<file path="src/rtl/uart_reg_pkg.sv">
// uart_reg_pkg: shared FSM states, command bytes and default response bytes for uart_reg_bridge
package uart_reg_pkg;
  typedef enum logic [2:0] {IDLE, ADDR, DATA, WRITE, READ, RD_WAIT, RESP} state_t;
  localparam logic [7:0] CMD_WR = 8'h57;
  localparam logic [7:0] CMD_RD = 8'h52;
  localparam logic [7:0] ACK_DEFAULT = 8'h4B;
  localparam logic [7:0] NAK_DEFAULT = 8'h3F;
endpackage

</file>
<file path="src/rtl/uart_reg_bridge.sv">
// uart_reg_bridge: UART byte stream to register bus bridge; define UART_REG_BRIDGE_TIMEOUT_EN for an inter-byte idle timeout
module uart_reg_bridge
  import uart_reg_pkg::*;
#(
  parameter int TIMEOUT_CYCLES = 100000,
  parameter logic [7:0] ACK_BYTE = ACK_DEFAULT,
  parameter logic [7:0] NAK_BYTE = NAK_DEFAULT
) (
  input  logic       clk,
  input  logic       i_reset_n,
  input  logic [7:0] i_rx_data,
  input  logic       i_rx_dv,
  output logic [7:0] o_tx_data,
  output logic       o_tx_dv,
  input  logic       i_tx_busy,
  output logic [7:0] o_addr,
  output logic [7:0] o_wdata,
  output logic       o_we,
  output logic       o_re,
  input  logic [7:0] i_rdata,
  input  logic       i_rvalid,
  output logic       o_frame_err
);
  state_t state;
  logic is_wr;
  logic drop;
  logic timeout;
  if (TIMEOUT_CYCLES < 1) begin : g_bad_timeout
    $error("TIMEOUT_CYCLES must be at least 1");
  end
  assign drop = i_rx_dv && (state == WRITE || state == READ || state == RD_WAIT || state == RESP);
`ifdef UART_REG_BRIDGE_TIMEOUT_EN
  localparam int CW = $clog2(TIMEOUT_CYCLES + 1);
  logic [CW-1:0] idle_cnt;
  logic waiting;
  assign waiting = state == ADDR || state == DATA;
  assign timeout = waiting && !i_rx_dv && idle_cnt == CW'(TIMEOUT_CYCLES - 1);
  // count idle cycles between bytes of a partially received frame
  always_ff @(posedge clk or negedge i_reset_n)
    if (!i_reset_n) idle_cnt <= '0;
    else idle_cnt <= (i_rx_dv || !waiting || timeout) ? '0 : idle_cnt + 1'b1;
`else
  assign timeout = 1'b0;
`endif
  assign o_frame_err = drop | timeout;
  // frame decoder, bus strobes and response sequencing; o_tx_dv is issued on RESP entry when the transmitter is free
  always_ff @(posedge clk or negedge i_reset_n)
    if (!i_reset_n) begin
      state <= IDLE;
      is_wr <= 1'b0;
      o_addr <= '0;
      o_wdata <= '0;
      o_we <= 1'b0;
      o_re <= 1'b0;
      o_tx_data <= '0;
      o_tx_dv <= 1'b0;
    end else begin
      o_we <= 1'b0;
      o_re <= 1'b0;
      o_tx_dv <= 1'b0;
      if (timeout) state <= IDLE;
      else
        case (state)
          IDLE: if (i_rx_dv) begin
            if (i_rx_data == CMD_WR || i_rx_data == CMD_RD) begin
              state <= ADDR;
              is_wr <= i_rx_data == CMD_WR;
            end else begin
              state <= RESP;
              o_tx_data <= NAK_BYTE;
              o_tx_dv <= !i_tx_busy;
            end
          end
          ADDR: if (i_rx_dv) begin
            o_addr <= i_rx_data;
            o_re <= !is_wr;
            state <= is_wr ? DATA : READ;
          end
          DATA: if (i_rx_dv) begin
            o_wdata <= i_rx_data;
            o_we <= 1'b1;
            state <= WRITE;
          end
          WRITE: begin
            o_tx_data <= ACK_BYTE;
            o_tx_dv <= !i_tx_busy;
            state <= RESP;
          end
          READ: state <= RD_WAIT;
          RD_WAIT: if (i_rvalid) begin
            o_tx_data <= i_rdata;
            o_tx_dv <= !i_tx_busy;
            state <= RESP;
          end
          RESP: if (o_tx_dv) state <= IDLE;
            else o_tx_dv <= !i_tx_busy;
          default: state <= IDLE;
        endcase
    end
endmodule

</file>
<file path="config.mk">
export PLATFORM = sky130hd
export DESIGN_NAME = uart_reg_bridge
export DESIGN_NICKNAME = d
export VERILOG_FILES = /design/src/rtl/uart_reg_pkg.sv /design/src/rtl/uart_reg_bridge.sv
export SDC_FILE = /design/constraint.sdc
export NUM_CORES = 1
export LEC_CHECK = 0
export BUFFER_PORTS_ARGS = -buffer_cell sky130_fd_sc_hd__buf_4
export CAP_MARGIN = 20
export CORE_UTILIZATION = 45
export CTS_CLUSTER_DIAMETER = 100
export CTS_CLUSTER_SIZE = 40
export DETAILED_ROUTE_END_ITERATION = 10
export PLACE_DENSITY_LB_ADDON = 0.15
export SYNTH_ARGS = -nofsm -noshare
export SYNTH_HDL_FRONTEND = slang
export SYNTH_SLANG_ARGS = --single-unit
</file>
<file path="constraint.sdc">
create_clock -name clk -period 1.45 [get_ports clk]
set_input_delay 0.29 -clock clk [delete_from_list [all_inputs] [get_ports clk]]
set_output_delay 0.29 -clock clk [all_outputs]
set_load 0.01 [all_outputs]
</file>
==> results.md <==
* Clock Tree Root: sky130_fd_sc_hd__clkbuf_4
* Count of final max-slew check failures at 0
* Failing checks: negative setup slack
* Post-synthesis register bit count at 31
* CP dominant cell by count: sky130_fd_sc_hd__buf_6
* Power per standard cell area at 2090 mW/mm^2
* Max-cap check violation count at 0
* Number of design-rule violations left by the first detailed-router iteration at 76
* Buffer levels on the longest clock path at 2
* Kind of critical path: register to register
* Portion of the clock cycle consumed by the worst path in the final layout at 116%
* Worst hold path class: primary input to register
* Die X at 60.3 um
* HPWL after detailed placement at 2700 um
* Library cells used by synthesis at 37
* Synthesized area per cell at 11.7 um^2
* Remaining Overflow, GRT at 0
* Count of vias placed by the detailed router at 1,426
* Achievable clock frequency at 593 MHz
* Unrepaired setup endpoints after global routing: yes
* Primary flip-flop cell chosen by synthesis mapping: sky130_fd_sc_hd__dfrtp_1
* Die Height at 60.3 um
* Max IR drop VDD at 1310 uV
* Slowest cell on crit path: sky130_fd_sc_hd__dfrtp_2
* Number of buffers created by CTS at 5
* Layout cell share with drive strength beyond 1 at 63.8%
* Critical Path RT at 1.67 ns
* Commonest cells after routing, fill and taps aside: 73 x sky130_fd_sc_hd__buf_4, 28 x sky130_fd_sc_hd__dfrtp_1, 22 x sky130_fd_sc_hd__mux2_4
* Final wirelength at 4620 um
* Num rows at 20
* Final Worst Setup Slack at -0.237 ns
* Number of antenna cells inserted at 0
* Leakage at 0.00120 uW
* Post-synthesis cell area at 0.00153 mm^2
* Data arrival time at the worst-slack endpoint at 1.90 ns
* Critical Path Max Stage Delay at 0.47 ns
* Vias/cell at 5.38
* Synthesized netlist cell count at 131
* Final Critical Period at 1.69 ns
* EDFF count, synth at 0
* Async set or reset register ratio after synthesis at 100%
* Vias in the first global route at 1,408
* Ordered list of cells on the worst path: buf_6 -> buf_6 -> nor4b_4 -> buf_6 -> mux2_4
* Sequential cell area fraction in the yosys report at 50.7%
* Initial Utilization at 49.0%
* Most frequent standard cell in the layout excluding fill and tap cells: sky130_fd_sc_hd__buf_4
* DRT antenna net count at 0
* Clock insertion delay at the later pin of the skew report at 0.34 ns
* Overall global routing resource usage at 25.1%
* Relative slew slack at 73.1%
* Worst Path Max Fanout at 5
* Final core area utilization at 79.5%
* Number of nets in the synthesized netlist at 152
* Worst setup EP type: register
* H-tree Lvls at 2
* CTS tree: done
* Buffers added on ports at 48
* Initial antenna violation count at 0
* Largest net degree at the start of global routing at 32
* Global placer's final weighted congestion at 0.772
* Power after layout at 5200 uW
* Post-place setup slack at -0.388 ns
* Final layout net count at 241
* Final setup violation count at 28
* Category of the worst setup path launch point: register
* Final hold viol count at 0
* Core box area at 0.00313 mm^2
* Post-CTS clock slew at the launch and capture registers of the worst setup and hold paths at 0.10 ns
* Remaining routing DRC violations at 0
* I/O pin total at 49
* Worst Clk Skew at 0.0135 ns
* Fin Hold WS at 0.0869 ns
* Family with the most delay on the worst path: flip-flops
* Die ar. at 0.00364 mm^2
* Wire length of the first global-routing pass at 6530 um
* First-pass iteration count of the detailed router at 4
* Final routed wire length divided by cell count at 17.4 um
* Synth-to-Final Area Change at 62.4%
* Synthesis Warnings at 0
* Run status: finished with violations
* Slew at the pin closest to its max-slew limit at 0.403 ns
* Crit path buffers/inverters at 3
* Sinks on Clock Net at 31
-- Yosys cell counts, types with 2 or more instances --
cell,number,area share (%)
sky130_fd_sc_hd__a21oi_1,5,1.6
sky130_fd_sc_hd__buf_2,4,1.3
sky130_fd_sc_hd__dfrtp_1,31,51
sky130_fd_sc_hd__inv_1,5,1.2
sky130_fd_sc_hd__mux2_2,16,12
sky130_fd_sc_hd__mux2_4,6,5.9
sky130_fd_sc_hd__nand2_1,7,1.7
sky130_fd_sc_hd__nand2b_1,2,0.82
sky130_fd_sc_hd__nand3_1,3,0.98
sky130_fd_sc_hd__nand3b_1,2,0.98
sky130_fd_sc_hd__nor2_1,5,1.2
sky130_fd_sc_hd__nor2b_1,2,0.82
sky130_fd_sc_hd__nor3_1,2,0.65
sky130_fd_sc_hd__nor3b_1,3,1.5
sky130_fd_sc_hd__o21a_1,2,0.98
sky130_fd_sc_hd__o21ai_0,9,2.9
sky130_fd_sc_hd__o31ai_1,2,0.98
sky130_fd_sc_hd__or3_1,4,1.6
sky130_fd_sc_hd__xnor2_1,3,1.7
-- kinds of logic (layout without fill, tap and decap cells) --
kind of cell	after synthesis	after routing	synth area share [%]
flops	31	31	50.7
simple gates	37	37	15.4
compound gates	23	23	9.39
xor+xnor	3	3	1.72
buf+inv	14	104	4.49
mux	23	23	18.3
-- worst reg2reg max path: stages (launching register included) --
cell	delay (ns)
sky130_fd_sc_hd__dfrtp_2	0.47
sky130_fd_sc_hd__buf_6	0.15
sky130_fd_sc_hd__buf_6	0.12
sky130_fd_sc_hd__nor4b_4	0.33
sky130_fd_sc_hd__buf_6	0.19
sky130_fd_sc_hd__mux2_4	0.31
-- final cells by class --
type,count,area [um^2]
timing repair buffer,90,742
clock buffer,8,68.8
inverter,6,22.5
fill,193,641
tap,44,55.1
sequential,31,779
multi-input combinational,86,820
-- sequential cells by signal, indices dropped and copies added (netlist names) --
register,cells
state,3
o_tx_data,8
o_tx_dv,1
o_we,1
o_re,1
is_wr,1
o_wdata,8
o_addr,8
-- repair_timing --
action                                 in CTS  in global routing
setup endpoints to repair                  23                 29
setup buffers                              10                  6
endpoints found under the hold margin      31                  0
gates cloned                                1                  0
pin swaps                                  10                  6
hold buffers                                1                  0
gates resized for setup                    39                 18
-- path summary, 6_finish.rpt --
| check | from | endpoint | slack [ns] | cells after the start |
|---|---|---|---|---|
| max | state[2]$_DFFE_PN0P_ | o_addr[5]$_DFFE_PN0P_ | -0.24 | 5 |
| min | i_tx_busy | o_tx_dv$_DFF_PN0_ | 0.09 | 2 |
| max reg2reg | state[2]$_DFFE_PN0P_ | o_addr[5]$_DFFE_PN0P_ | -0.24 | 5 |
| min reg2reg | o_wdata[2]$_DFFE_PN0P_ | o_wdata[2]$_DFFE_PN0P_ | 0.52 | 1 |
| max in group asynchronous | i_reset_n | state[1]$_DFFE_PN0P_ | 0.73 | 2 |
| min in group asynchronous | i_reset_n | o_tx_data[6]$_DFFE_PN0P_ | 0.41 | 2 |
-- report_power, final --
part           internal, uW  switching (uW)
combinational          1820            1270
clock                   285             309
sequential             1230             289
total                  3330            1870
-- routing by layer --
layer	share of wire (%)	routed length [um]	up-vias	global-route usage (%)
li1	-	-	641	-
met1	42	1940	712	30.8
met2	50	2310	64	41.6
met3	6.1	282	9	7.68
met4	1.7	80	0	9.30
met5	0	0	-	0
-- metrics by stage --
| step | area, um^2 | TNS, ns | std cells |
|---|---|---|---|
| global route | 2490 | -5.46 | 265 |
| CTS | 2390 | -2.85 | 261 |
| finish | 2490 | -4.57 | 265 |
| global placement | 2100 | -3.39 | 242 |
| detailed placement | 2100 | -3.92 | 242 |
| floorplan | 1530 | -0.777 | 131 |
Note: power is estimated with default switching activity, not from simulation.
